--- config.mk ---
export PLATFORM = sky130hd
export DESIGN_NAME = alu_seq_exec
export DESIGN_NICKNAME = d
export VERILOG_FILES = /design/src/rtl/alu_seq_exec_pkg.sv /design/src/rtl/alu_serial_shifter.sv /design/src/rtl/alu_seq_exec.sv
export SDC_FILE = /design/constraint.sdc
export NUM_CORES = 1
export LEC_CHECK = 0
export ABC_CLOCK_PERIOD_IN_PS = 6200
export BUFFER_PORTS_ARGS = -buffer_cell sky130_fd_sc_hd__clkbuf_2
export CAP_MARGIN = 20
export CORE_MARGIN = 2
export CORE_UTILIZATION = 50
export CTS_CLUSTER_SIZE = 28
export DETAILED_ROUTE_END_ITERATION = 7
export GPL_TIMING_DRIVEN = 0
export PLACE_DENSITY_LB_ADDON = 0.2
export SLEW_MARGIN = 20
export SYNTH_ARGS = -nofsm -noshare
export SYNTH_HDL_FRONTEND = slang
export SYNTH_SLANG_ARGS = --single-unit
--- constraint.sdc ---
create_clock -name clk -period 6.2 [get_ports clk]
set_input_delay 0.62 -clock clk [delete_from_list [all_inputs] [get_ports clk]]
set_output_delay 0.62 -clock clk [all_outputs]
set_load 0.05 [all_outputs]
--- src/rtl/alu_seq_exec_pkg.sv ---
// Shared execute-stage types: ALU operation codes, sequencer state, shift kinds.
// Latency: n/a (types and pure helper functions only).
// Backpressure: n/a.
package alu_seq_exec_pkg;

  // Operation codes produced by the ALU decoder; codes 18..31 are undefined.
  typedef enum logic [4:0] {
    ALU_ADD_ADDI = 5'd0,
    ALU_SUB      = 5'd1,
    ALU_XOR      = 5'd2,
    ALU_OR       = 5'd3,
    ALU_AND      = 5'd4,
    ALU_SLL      = 5'd5,
    ALU_SRL      = 5'd6,
    ALU_SRA      = 5'd7,
    ALU_SLT      = 5'd8,
    ALU_SLTU     = 5'd9,
    ALU_LUI      = 5'd10,
    ALU_AUIPC    = 5'd11,
    ALU_BEQ      = 5'd12,
    ALU_BNE      = 5'd13,
    ALU_BLT      = 5'd14,
    ALU_BGE      = 5'd15,
    ALU_BLTU     = 5'd16,
    ALU_BGEU     = 5'd17
  } AluControl_t;

  // Execute sequencer state, exported so debug/trace logic can decode it.
  typedef enum logic [1:0] {
    IDLE  = 2'd0,
    SHIFT = 2'd1,
    DONE  = 2'd2
  } alu_seq_state_t;

  // Direction/fill selection for the bit-serial shifter.
  typedef enum logic [1:0] {
    SHK_SLL = 2'd0,
    SHK_SRL = 2'd1,
    SHK_SRA = 2'd2
  } shift_kind_t;

  function automatic logic alu_is_shift(input AluControl_t c);
    return (c == ALU_SLL) || (c == ALU_SRL) || (c == ALU_SRA);
  endfunction

  function automatic shift_kind_t alu_shift_kind(input AluControl_t c);
    shift_kind_t k;
    case (c)
      ALU_SRL: k = SHK_SRL;
      ALU_SRA: k = SHK_SRA;
      default: k = SHK_SLL;
    endcase
    return k;
  endfunction

endpackage

--- src/rtl/alu_serial_shifter.sv ---
// Bit-serial shifter: holds value/count, shifts one bit per step until count hits zero.
// Latency: one step per cycle; done pulses combinationally on the step that empties count.
// Backpressure: none; the owner controls pacing through load/step/clear.
module alu_serial_shifter
  import alu_seq_exec_pkg::*;
#(
  parameter int XLEN = 32,
  parameter int SW   = $clog2(XLEN)
) (
  input  logic            clk,
  input  logic            resetn,
  input  logic            clear,
  input  logic            load,
  input  shift_kind_t     load_kind,
  input  logic [XLEN-1:0] load_val,
  input  logic [SW-1:0]   load_cnt,
  input  logic            step,
  output logic [XLEN-1:0] step_val,
  output logic            done
);

  logic [XLEN-1:0] value_q;
  logic [SW-1:0]   count_q;
  shift_kind_t     kind_q;

  // One-bit shift of the held value; SRA replicates the current top bit.
  always_comb begin
    step_val = value_q;
    case (kind_q)
      SHK_SLL: step_val = {value_q[XLEN-2:0], 1'b0};
      SHK_SRL: step_val = {1'b0, value_q[XLEN-1:1]};
      SHK_SRA: step_val = {value_q[XLEN-1], value_q[XLEN-1:1]};
      default: step_val = value_q;
    endcase
  end

  // The step that takes count from 1 to 0 produces the final value.
  assign done = step && (count_q == SW'(1));

  // Value/count registers: load on accept, step while shifting, clear on abort.
  always_ff @(posedge clk or negedge resetn) begin
    if (!resetn) begin
      value_q <= '0;
      count_q <= '0;
      kind_q  <= SHK_SLL;
    end else if (clear) begin
      count_q <= '0;
    end else if (load) begin
      value_q <= load_val;
      count_q <= load_cnt;
      kind_q  <= load_kind;
    end else if (step && (count_q != '0)) begin
      value_q <= step_val;
      count_q <= count_q - SW'(1);
    end
  end

endmodule

--- src/rtl/alu_seq_exec.sv ---
// Sequential execute unit: single-cycle ALU/branch ops, bit-serial SLL/SRL/SRA.
// Latency: result valid 1 cycle after accept, or 1+shamt cycles for nonzero shifts.
// Backpressure: result held in DONE until out_ready; in_ready low from accept to handshake+1.
module alu_seq_exec
  import alu_seq_exec_pkg::*;
#(
  parameter int XLEN = 32
) (
  input  logic            clk,
  input  logic            resetn,
  input  logic            flush,
  input  logic            in_valid,
  output logic            in_ready,
  input  AluControl_t     alu_ctrl,
  input  logic [XLEN-1:0] op_a,
  input  logic [XLEN-1:0] op_b,
  output logic            out_valid,
  input  logic            out_ready,
  output logic [XLEN-1:0] result,
  output logic            branch_taken,
  output logic            busy
);

  localparam int SW = $clog2(XLEN);

  alu_seq_state_t  state_q;
  alu_seq_state_t  state_d;
  logic            accept;
  logic            is_shift;
  logic [SW-1:0]   shamt;
  logic [XLEN-1:0] alu_res;
  logic            alu_bt;
  logic            lt_s;
  logic            lt_u;
  logic            eq;
  logic            sh_load;
  logic            sh_step;
  logic            sh_done;
  logic [XLEN-1:0] sh_val;
  logic [XLEN-1:0] result_q;
  logic            bt_q;
  logic            out_valid_q;

  assign in_ready = (state_q == IDLE) && !flush;
  assign accept   = in_valid && in_ready;
  assign busy     = (state_q != IDLE);
  assign is_shift = alu_is_shift(alu_ctrl);
  assign shamt    = op_b[SW-1:0];

  assign lt_s = $signed(op_a) < $signed(op_b);
  assign lt_u = op_a < op_b;
  assign eq   = op_a == op_b;

  // Single-cycle datapath; shifts yield op_a here, which is the shamt==0 answer.
  always_comb begin
    alu_res = op_a + op_b;
    alu_bt  = 1'b0;
    case (alu_ctrl)
      ALU_ADD_ADDI, ALU_AUIPC: alu_res = op_a + op_b;
      ALU_SUB:  alu_res = op_a - op_b;
      ALU_XOR:  alu_res = op_a ^ op_b;
      ALU_OR:   alu_res = op_a | op_b;
      ALU_AND:  alu_res = op_a & op_b;
      ALU_LUI:  alu_res = op_b;
      ALU_SLT:  alu_res = {{(XLEN-1){1'b0}}, lt_s};
      ALU_SLTU: alu_res = {{(XLEN-1){1'b0}}, lt_u};
      ALU_SLL, ALU_SRL, ALU_SRA: alu_res = op_a;
      ALU_BEQ:  begin alu_res = '0; alu_bt = eq;    end
      ALU_BNE:  begin alu_res = '0; alu_bt = !eq;   end
      ALU_BLT:  begin alu_res = '0; alu_bt = lt_s;  end
      ALU_BGE:  begin alu_res = '0; alu_bt = !lt_s; end
      ALU_BLTU: begin alu_res = '0; alu_bt = lt_u;  end
      ALU_BGEU: begin alu_res = '0; alu_bt = !lt_u; end
      default:  begin alu_res = op_a + op_b; alu_bt = 1'b0; end
    endcase
  end

  alu_serial_shifter #(
    .XLEN (XLEN),
    .SW   (SW)
  ) u_shifter (
    .clk       (clk),
    .resetn    (resetn),
    .clear     (flush),
    .load      (sh_load),
    .load_kind (alu_shift_kind(alu_ctrl)),
    .load_val  (op_a),
    .load_cnt  (shamt),
    .step      (sh_step),
    .step_val  (sh_val),
    .done      (sh_done)
  );

  // Next-state and shifter controls; flush aborts SHIFT/DONE ahead of everything else.
  always_comb begin
    state_d = state_q;
    sh_load = 1'b0;
    sh_step = 1'b0;
    case (state_q)
      IDLE: begin
        if (accept) begin
          if (is_shift && (shamt != '0)) begin
            sh_load = 1'b1;
            state_d = SHIFT;
          end else begin
            state_d = DONE;
          end
        end
      end
      SHIFT: begin
        if (flush) begin
          state_d = IDLE;
        end else begin
          sh_step = 1'b1;
          if (sh_done) state_d = DONE;
        end
      end
      DONE: begin
        if (flush || out_ready) state_d = IDLE;
      end
      default: state_d = IDLE;
    endcase
  end

  // State register.
  always_ff @(posedge clk or negedge resetn) begin
    if (!resetn) state_q <= IDLE;
    else         state_q <= state_d;
  end

  // Output registers: capture at accept or at the final shift step, hold otherwise.
  always_ff @(posedge clk or negedge resetn) begin
    if (!resetn) begin
      result_q    <= '0;
      bt_q        <= 1'b0;
      out_valid_q <= 1'b0;
    end else begin
      out_valid_q <= (state_d == DONE);
      if (accept) begin
        result_q <= alu_res;
        bt_q     <= alu_bt;
      end else if ((state_q == SHIFT) && !flush && sh_done) begin
        result_q <= sh_val;
        bt_q     <= 1'b0;
      end
    end
  end

  assign out_valid    = out_valid_q;
  assign result       = result_q;
  assign branch_taken = bt_q;

endmodule
Word-level counts from Yosys, hierarchy flattened
Index checks and enable logic that the tools add are counted.
{"block": "word_totals", "ff_bits": 75, "latch_bits": 0, "ram_bits": 0, "romBits": 0, "in_bits": 74, "output_inout_bits": 36, "word_cells": 89, "memories": 0}
{"block": "op_classes", "n_addsub": 3, "n_mul": 0, "div_mod_pow": 0, "n_lt_le_gt_ge": 2, "n_eq_ne": 23, "shift": 0, "n_mux": 24, "bitwise": 4, "n_reduce_logical": 26}
{"cell": "one-hot mux 32 bit (9 select lines)", "count": 1}
{"cell": "two-way mux 32 bit", "count": 4}
{"cell": "one-hot mux 32 bit (3 select lines)", "count": 1}
{"cell": "< comparator 32 bit", "count": 2}
{"cell": "equality test 5 x 4 -> 1 bit, second input constant", "count": 7}
{"cell": "adder 32 bit", "count": 1}
{"cell": "bitwise AND 32 bit", "count": 1}
{"cell": "equality test 32 bit", "count": 1}
{"cell": "bitwise OR 32 bit", "count": 1}
{"cell": "subtractor 32 bit", "count": 1}
{"cell": "bitwise XOR 32 bit", "count": 1}
{"cell": "equality test 5 x 3 -> 1 bit, second input constant", "count": 4}
{"cell": "two-way mux 5 bit", "count": 3}
{"cell": "equality test 5 x 1 -> 1 bit, second input constant", "count": 2}
{"cell": "equality test 5 x 2 -> 1 bit, second input constant", "count": 2}
{"cell": "equality test 5 bit, second input constant", "count": 2}
{"cell": "two-way mux 2 bit", "count": 5}
{"cell": "nonzero test 5 bit", "count": 2}
{"cell": "logical AND 1 bit", "count": 7}
{"cell": "two-way mux 1 bit", "count": 7}
{"cell": "equality test 2 bit, second input constant", "count": 3}
{"cell": "one-hot mux 1 bit (6 select lines)", "count": 1}
{"cell": "one-hot mux 2 bit (3 select lines)", "count": 1}
{"cell": "nonzero test 2 bit", "count": 3}
{"cell": "11 further kinds", "count": 19}

Depth between registers and ports, before layout
Gate-level depths: netlist of run 1.
{"block": "depth", "word_depth": 9, "ltp_mapped": 13}

Modules after synthesis
Synthesis of run 1 repeated with hierarchy kept, for this count alone.
{"block": "hier_totals", "cells_unflattened": 1441, "hier_area_um2": 10685.2}
{"module": "alu_seq_exec", "n_inst": 1, "cells_per_inst": 1045, "area_per_inst_um2": 7429.6, "seq_area_each_um2": 900.9}
{"module": "alu_serial_shifter", "n_inst": 1, "cells_per_inst": 396, "area_per_inst_um2": 3255.6, "seq_area_each_um2": 975.9}

Worst setup path after synthesis of run 1
OpenSTA, ideal clock, no wires.
{"block": "synth_timing", "kind": "input-to-reg", "startpoint": "input port flush", "endpoint": "register result_q[31] (netlist: result[31])", "arrival_time_ps": 3208, "required_time_ps": 6080, "setup_slack_ps": 2872, "cell_stages": 9, "n_path_buf": 0, "path_cell_list": "nor3_1 > nand2_1 > a21oi_1 > o211ai_1 > a221oi_1 > nand2_1 > a221oi_1 > o311ai_0 > and3_1"}
{"block": "synth_via", "elab_chain_len": 5, "elab_cells_between_ends": 10, "cone_classes": "mux: 3; reduce/logical: 7"}
{"element": "start: declaration", "line_no": "alu_seq_exec.sv:11", "text": "input logic flush,"}
{"element": "two-way mux 1 bit", "line_no": "alu_seq_exec.sv:111", "text": "if (flush) begin"}
{"element": "two-way mux 1 bit", "line_no": "alu_seq_exec.sv:99", "text": "case (state_q)"}
{"element": "logical AND 1 bit", "line_no": "alu_serial_shifter.sv:38", "text": "assign done = step && (count_q == SW'(1));"}
{"element": "logical AND 1 bit", "line_no": "alu_seq_exec.sv:142", "text": "end else if ((state_q == SHIFT) && !flush && sh_done) begin"}
{"element": "nonzero test 2 bit (no line)"}
{"element": "end signal: assignment", "line_no": "alu_seq_exec.sv:140", "text": "result_q <= alu_res;"}
{"element": "end signal: assignment", "line_no": "alu_seq_exec.sv:143", "text": "result_q <= sh_val;"}
{"element": "end: declaration", "line_no": "alu_seq_exec.sv:40", "text": "logic [XLEN-1:0] result_q;"}
Several ways; a longest one is shown, not always the timed one.
A chain may end at the register's enable or synchronous reset.

Final worst setup path of run 1
{"block": "layout_timing", "startpoint": "input port alu_ctrl[1]", "endpoint": "register result_q[21] (netlist: result[21])"}
{"block": "layout_via", "elab_chain_len": 4, "elab_cells_between_ends": 20, "cone_classes": "eq/ne: 16; mux: 2; reduce/logical: 2"}
{"element": "start: declaration", "line_no": "alu_seq_exec.sv:14", "text": "input AluControl_t alu_ctrl,"}
{"element": "equality test 5 bit (tied with other cells)", "line_no": "alu_seq_exec.sv:58", "text": "case (alu_ctrl)"}
{"element": "OR reduction 6 bit (no line) or OR reduction 3 bit (tied branches)"}
{"element": "one-hot mux 32 bit (9 select lines) *", "line_no": "alu_seq_exec.sv:58"}
{"element": "two-way mux 32 bit *", "line_no": "alu_seq_exec.sv:139", "text": "if (accept) begin"}
Every way passes the cells marked *; elsewhere a longest branch is shown, timed or not.

==> summary by stage, run 1 <==
Run
The max-cap violation count is 0.

Route
The post-route antenna net violation count is 0. In the final routed layout, each cell accounts on average for 26.1 µm. The total vias in the final route is between 10000 and 15000. For this block, the initial DRC count from the detailed router was roughly 1600. The number of iterations in the first detailed-routing pass is 7.

The per-cell via count in the routed design is around 7. The routed design has roughly 44 mm of wire. In the routed design, unresolved DRC markers number 0.

Logic synthesis
In this run, distinct cell masters in the synthesized netlist total 99. The share of flip-flops with an asynchronous set or reset after synthesis is 100%. Dividing the synthesized area by the synthesized cell count gives between 7 and 8 µm². The prevailing post-synth register cell is dfrtp_1.

The cell count after synthesis came out at between 1000 and 1500. The cell area that synthesis handed to floorplanning was between 0.009 and 0.01 mm². In this run, synthesis inferred 0 flip-flops with an integrated enable.

The proportion of synthesized chip area in sequential cells is a little under a fifth. Yosys printed 0 warnings. When the netlist entered floorplanning its net count stood at between 1000 and 1500. Counting flops and latches in the post-synthesis netlist gives 75.

Placed design
In this run the tool buffered the top-level ports with between 100 and 150 buffer cells. Prior to clock tree synthesis, the placed netlist has a worst setup slack of between 2 and 2.5 ns. At the end of routability-driven placement, the weighted congestion stood at around 1.1. After legalization and detailed placement, the total HPWL measured 34.0 mm. The post-placement cell count is between 1500 and 2000.

STA
The relative slew slack is between 20 and 30%. The post-layout worst setup margin is 1.99 ns. The part of the cycle the worst path needs is about 68%. The total negative setup slack is 0 ns. Across the routed clock network, the largest skew measured is 0.00702 ns. Setup repair after global routing left no endpoint under its margin. The final max-slew violation count is 0.

Across all hold checks on the routed design, the worst slack comes to ~0.26 ns. The transition at the pin with the smallest max-transition slack is between 1 and 1.5 ns. Setup violations remaining at the end of the flow were counted as 0. The final-report hold violation count was 0. The worst path in the final design needs a cycle of around 4.2 ns, including I/O delays and setup. The maximum achievable frequency is between 200 and 250 MHz.

Worst setup path
The number of cells on the worst reg-to-reg path is 6. The classification of the worst setup path is input pin to register. The required time at the worst-slack endpoint is roughly 6.5 ns. Of all nets on the critical path, the largest fanout is 10. The worst endpoint data arrival time is 4.49 ns. STA classifies the critical path startpoint as an input pin.

The capturing element type of the critical path is a register.

CTS
The count of clock tree sinks is 75. The cell chosen for the clock root is clkbuf_16. The total clock buffers created by CTS is 9. The number of buffers on the longest clock path is 2. The H-tree was split into 3 levels. After clock tree synthesis, the flow added hold-fix buffers numbering 0. In this run, post-CTS repair resized a total of 0 instances. The later pin in the worst-skew pair is clocked with a latency of 0.34 ns. Buffers added to address setup during post-CTS repair amount to 0. The clock tree from TritonCTS is yes.

After clock tree synthesis, the clock-pin slew on the worst setup and hold paths is approximately 0.06 ns.

Global route
Global routing consumed, over all layers together, 42.3% of the routing resources. The pin count of the biggest net entering global routing is 48. The initial antenna violation count is 1.

The remaining global-route overflow is 0. The global-route wire length before repair is 64.8 mm. The number of global-route vias before repair is 10500.

Floorplanning
The y dimension of the die is 144 µm. The count of pins on the block boundary is 110. The die covers 0.0208 mm². The floorplan has 51 rows. The core region is between 0.015 and 0.02 mm². The initial core utilization is around half. In this run the horizontal extent of the chip is approximately 140 µm.

Pwr
The standby leakage power is between 4 and 5 nW. VDD sags by at most 0.136 mV. In this run the power density over the cells is ~230 mW/mm².

Outcome
The flow ran to the end, and the final reports show no timing, DRC or antenna violations.

Layout
The non-filler instance count after layout is around 1700. The post-route netlist has between 10 and 15% of its cells at a drive strength greater than 1. The number of inserted diodes is 0.

The number of nets in the final layout is between 1500 and 2000. The area growth from synthesis to layout is 12.4%.

Hold path
The path class of the lowest-slack min-delay path is input pin to asynchronous set/reset pin.
stage by stage:
stage,utilization (%),instance area (µm²),power (W)
floorplan,-,9850,0.00156
global placement,55.3,10700,0.00195
detailed placement,55.4,10800,0.00196
CTS,57.1,11100,0.00254
global route,57.1,11100,0.00271
finish,57.1,11100,0.00259
final cells by class:
type | count | area (µm²)
flip-flops and latches | 75 | 1880
fillers | 1875 | 8330
well taps | 265 | 332
multi-input cells | 1034 | 7170
inverters | 102 | 383
plain buffers | 97 | 420
clock inverters | 4 | 73.8
clock buffers | 12 | 246
repair buffers | 109 | 571
per-layer routing:
layer,GRT usage (%),wire (µm),up-vias
met1,57.2,17700,5454
met2,63.0,18500,837
met5,0,0,-
met3,10.7,5640,176
li1,-,-,5103
met4,19.8,2370,0
final timing paths:
check / slack [ns] / endpoint / from
max: 1.99 / result[21]$_DFFE_PN0P_ / alu_ctrl[1]
min: 0.26 / u_shifter.value_q[8]$_DFFE_PN0P_ / resetn
max reg2reg: 2.68 / result[25]$_DFFE_PN0P_ / state_q[0]$_DFF_PN0_
min reg2reg: 0.50 / result[27]$_DFFE_PN0P_ / result[27]$_DFFE_PN0P_
max in group asynchronous: 5.34 / result[25]$_DFFE_PN0P_ / resetn
min in group clk: 0.50 / result[27]$_DFFE_PN0P_ / result[27]$_DFFE_PN0P_
synthesized netlist by cell type (21+ instances only):
| cell | instances | area, µm² |
|---|---|---|
| a21oi_1 | 103 | 515 |
| a221oi_1 | 40 | 350 |
| a22oi_1 | 21 | 158 |
| buf_2 | 23 | 115 |
| clkbuf_1 | 61 | 229 |
| dfrtp_1 | 75 | 1880 |
| ha_1 | 98 | 1230 |
| inv_1 | 101 | 379 |
| nand2_1 | 98 | 368 |
| nor2_1 | 148 | 556 |
| nor3_1 | 31 | 155 |
| o211ai_1 | 38 | 285 |
| o21ai_0 | 85 | 425 |
power by group:
| group | total [W] | internal (W) | switching [W] |
|---|---|---|---|
| clock | 0.000583 | 0.000364 | 0.000219 |
| sequential | 0.000712 | 0.000605 | 0.000107 |
| combinational | 0.00129 | 0.000411 | 0.000880 |
| total | 0.00259 | 0.00138 | 0.00121 |
cell usage in the layout (no fill, tap or decap), drive strengths merged, types with 21 or more instances in the layout:
cell type and count:
inv 101, a22oi 21, buf 36, nor3 35, a221oi 41, nor2 148
o21ai 91, a21oi 103, ha 98, clkbuf 182, nand2 98, o211ai 38
dfrtp 75
sequential cells by signal (all words and copies together) (netlist names):
signal             cells
out_valid              1
result                32
u_shifter.value_q     32
branch_taken           1
state_q                2
u_shifter.kind_q       2
u_shifter.count_q      5
logic make-up (layout without fill, tap and decap cells):
| family | Yosys count | in the layout | synth area share [%] |
|---|---|---|---|
| compound gates | 482 | 482 | 35.4 |
| simple gates | 412 | 412 | 20.5 |
| buf+inv | 199 | 324 | 8.16 |
| fa+ha+maj | 100 | 100 | 12.9 |
| flops | 75 | 75 | 19.1 |
| mux | 26 | 26 | 2.82 |
| xor+xnor | 14 | 14 | 1.25 |
critical path, stage by stage:
cell and delay [ns]:
clkbuf_2 0.13, clkbuf_1 0.36, nor2_1 0.11, nor3_2 0.64
clkbuf_1 0.75, clkbuf_1 0.82, a22oi_1 0.21, a31oi_1 0.64
a221o_1 0.19
Note: power is estimated with default switching activity, not from simulation.
==> run 2: changes to the inputs <==
Settings changed: ABC_AREA set to 1, ABC_CLOCK_PERIOD_IN_PS 6200 to 3550.
Clock period 6.2 ns to 3.55 ns, I/O delays scaled along.
==> summary by stage, run 2 <==
CTS
The number of hold buffers added after CTS was 1. Buffers added to address setup during post-CTS repair amount to 0. The H-tree depth is 3. The post-cts repair resize count is 0.

The cell chosen for the clock root is clkbuf_16. The longest clock path from root to sink contains 2 buffers. Clock latency on the worst-skew pair, taken at its later pin, is around 0.35 ns. The total clock buffers created by CTS is 9. The count of clock tree sinks is 75. The clock tree from TritonCTS is yes. Clock-pin slew was measured on the worst setup and hold paths at 0.06 ns.

Route
In the routed design, unresolved DRC markers number 0. The wire length per cell is 22.6 µm. The number of iterations in the first detailed-routing pass is 6. The total detailed-routing wirelength is approximately 48 mm. The total vias in the final route is around 13000. The iteration-0 DRC count of the detailed router is between 1000 and 1500. The post-route antenna net violation count is 0. In the routed layout, each cell is associated on average with a via count of about 6.

Layout
The finished layout holds 2127 standard cells, fillers aside. At the end of the flow, the number of nets in the layout was slightly above 2000. The library cells used most frequently in the layout, excluding fill and tap cells, are 467 x nand2_1, 285 x inv_1, 141 x nor2_1.

The repair_antennas step left the layout with diodes totalling 0. In the final layout, the share of cells above drive strength 1 is ~12%. From synthesis to final layout, the design area changed by 11.5%. The summed area of non-filler cells in the final layout is between 0.01 and 0.015 mm². The library cell used most frequently in the layout, excluding fill and tap cells, is nand2_1.

The layout filler cell count is about 2200.

Logic synthesis
The proportion of synthesized chip area in sequential cells is approximately 18%. Sorting the synthesized cells by area gives the leading types as dfrtp_1 18%, nand2_1 17%, ha_1 12%, inv_1 10%, nand3_1 5.9%. The post-synthesis cell type with the largest combined area is dfrtp_1.

The number of instances in the synthesized netlist is around 1700. Of the total synthesized cell area, the portion taken by AND, OR, NAND and NOR gates is around a third. The complex-gate fraction of the synthesized area is roughly 22%.

After synthesis, the share of flip-flops with an asynchronous set or reset is 100%. The post-synthesis adder-cell area fraction is about an eighth. The fraction of synthesized area in multiplexers is 0%. The most frequently used cell type in the post-synthesis netlist is nand2_1. Counting every net in the synthesized netlist gives 1901. The main combinational cell family by area after synthesis is simple AND/OR/NAND/NOR gates. Ranked by instance count, the synthesized netlist is headed by 467 x nand2_1, 285 x inv_1, 141 x nor2_1. The synthesized area per cell is just over 6 µm². The share of the synthesized area in the top cell type is between 10% and 20%. The netlist uses 52 different library cells.

Yosys printed 0 warnings. In this run, synthesis produced a sequential element count of 75. The post-synthesis share of cell area spent on xor and xnor gates is less than 1%. The number of enable-type register cells in the synthesized netlist is 0. The prevailing post-synth register cell is dfrtp_1. Summing every instance area after synthesis gives 0.0105 mm².

Global route
Entering global routing, the biggest net connects between 50 and 60 pins. Global routing finished with a remaining overflow of 0. The global-route wire length before repair is 71.1 mm.

In the global route stage, met1 resource usage came out at a little over half. After global routing, the most crowded layer is met2. The met2 track demand over resource in global routing is about two thirds. The initial antenna violation count is 0. The total global-route track usage is 43.1%. The routing usage on met3 is approximately 8.4%. The number of global-route vias before repair is roughly 12000.

Worst setup path
The critical path's slowest cell is ha_1. Measured in cells, the most critical reg-to-reg path has a length of 8. The biggest fanout along the worst timing path is 7. The cell repeated most along the worst path is nand2_1. STA classifies the critical path endpoint as a register.

The delay of the slowest critical-path stage is ~0.55 ns. Walking the worst path, the cells encountered are clkbuf_2 > inv_1 > ha_1 > inv_1 > nand2_1 > nand2_1 > nand2_1 > nand2_1 > nand2_1 > nand2_1 > a21oi_1 > nand2_1 > nand2_1 > nand2_1 > nand2_1 > nand4_1 > nand2_1 > nand2_1. The classification of the worst setup path is input pin to register. Data arrives at the worst endpoint at between 3 and 4 ns.

The required time at the worst-slack endpoint is roughly 3.8 ns. The startpoint class of the critical path is an input pin.

STA
The clock skew is 0.00947 ns. The post-layout worst setup margin is 0.742 ns. The routed design could run at a clock period as short as ~2.8 ns.

The final-report hold violation count is 0. Headroom to the max-slew limit came out at 33.9%. The final max-slew violation count is 0. The maximum achievable frequency is approximately 360 MHz. The transition at the pin with the smallest max-transition slack is 0.992 ns.

The final critical path takes up roughly 79% of the cycle. The final number of setup-violating endpoints is 0. Setup repair after global routing left no endpoint under its margin. Adding up every negative setup slack in the final design gives 0 ns.

Floorplanning
The initialized floorplan defines 53 standard-cell rows. 110 I/O pins were placed. Once the floorplan was initialized, standard cells occupied around half of the core. The core footprint is approximately 0.021 mm². The y dimension of the die is about 150 µm. The width of the die is around 150 µm. The area of the die is roughly 0.022 mm².

Hold path
The path class of the lowest-slack min-delay path is input pin to register. The worst hold path passes through 2 cells.

Placed design
The weighted congestion at the end of routability-driven global placement is between 1 and 1.5. At the placement stage, the worst setup path has a slack of roughly 0.56 ns. Counting tap cells, the placed design contains a total of between 2000 and 2500 instances. The total of buffers placed on input and output ports is between 100 and 150. After legalization and detailed placement, the total HPWL measured between 30 and 40 mm. The placed instances occupy a cell area of approximately 0.011 mm².

Outcome
The run finished with clean final reports.

Pwr
The standby leakage power is roughly 6.4 nW. Power comes to around 0.006 W. Dividing total power by cell area gives a power density of 504 mW/mm². VDD sags by at most between 0.4 and 0.5 mV.

Run
Across the run, the number of max-cap violations was 0.
-- run 2: changes by cell type in the layout (fill, tap and decap cells not counted), sizes merged, moves of 20 or more --
cell    before  now
o211ai      38    5
nand3       20  124
nor2b       20    0
inv        101  301
o22ai       10   70
nand2       98  476
clkbuf     182  133
-- run 2: final cells by class --
class	count	area [µm²]	area share, %
Inverter	302	1130	9.68
Timing Repair Buffer	110	581	4.96
Clock inverter	5	55.1	0.470
Tap cell	275	344	2.94
Buffer	65	358	3.06
Clock buffer	10	229	1.96
Sequential cell	75	1880	16.0
Multi-Input combinational cell	1285	7130	60.9
-- run 2: final timing paths --
check / slack, ns / end / from
setup / recovery: 0.74 / result[0]$_DFFE_PN0P_ / op_a[25]
hold / removal: 0.26 / state_q[1]$_DFF_PN0_ / out_ready
setup reg to reg: 1.08 / result[26]$_DFFE_PN0P_ / state_q[1]$_DFF_PN0_
hold reg to reg: 0.48 / result[18]$_DFFE_PN0P_ / result[18]$_DFFE_PN0P_
max in group asynchronous: 2.46 / result[7]$_DFFE_PN0P_ / resetn
min in group asynchronous: 0.49 / result[28]$_DFFE_PN0P_ / resetn
-- run 2: stage by stage --
step                hold slack (ns)  utilization (%)
detailed placement            0.315             54.8
global route                  0.283             56.2
finish                        0.265             56.2
floorplan                    0.0594                -
global placement              0.464             54.7
CTS                           0.265             56.2
-- run 2: per-layer routing --
metal / vias to the layer above / wire length [µm]
met4: 2 / 3640
met5: - / 28
met1: 5826 / 18300
met3: 174 / 5470
met2: 869 / 20500
li1: 5947 / -
-- run 2: where the power goes --
group / internal [W] / total [W] / switching (W)
combinational: 0.000962 / 0.00346 / 0.00250
sequential: 0.00125 / 0.00154 / 0.000289
clock: 0.000538 / 0.000905 / 0.000367
-- run 2: cell families after synthesis --
family / count (synthesis)
simple gates: 817
compound gates: 360
xor+xnor: 8
fa+ha+maj: 100
buf+inv: 367
flops: 75
-- run 2: critical path, delay by kind of cell --
| family | cells | cell delay [ns] |
|---|---|---|
| AND/OR/NAND/NOR | 13 | 1.18 |
| AO/OA/AOI/OAI | 1 | 0.41 |
| buffers and inverters | 3 | 0.52 |
| adder cells (fa/ha/maj) | 1 | 0.55 |
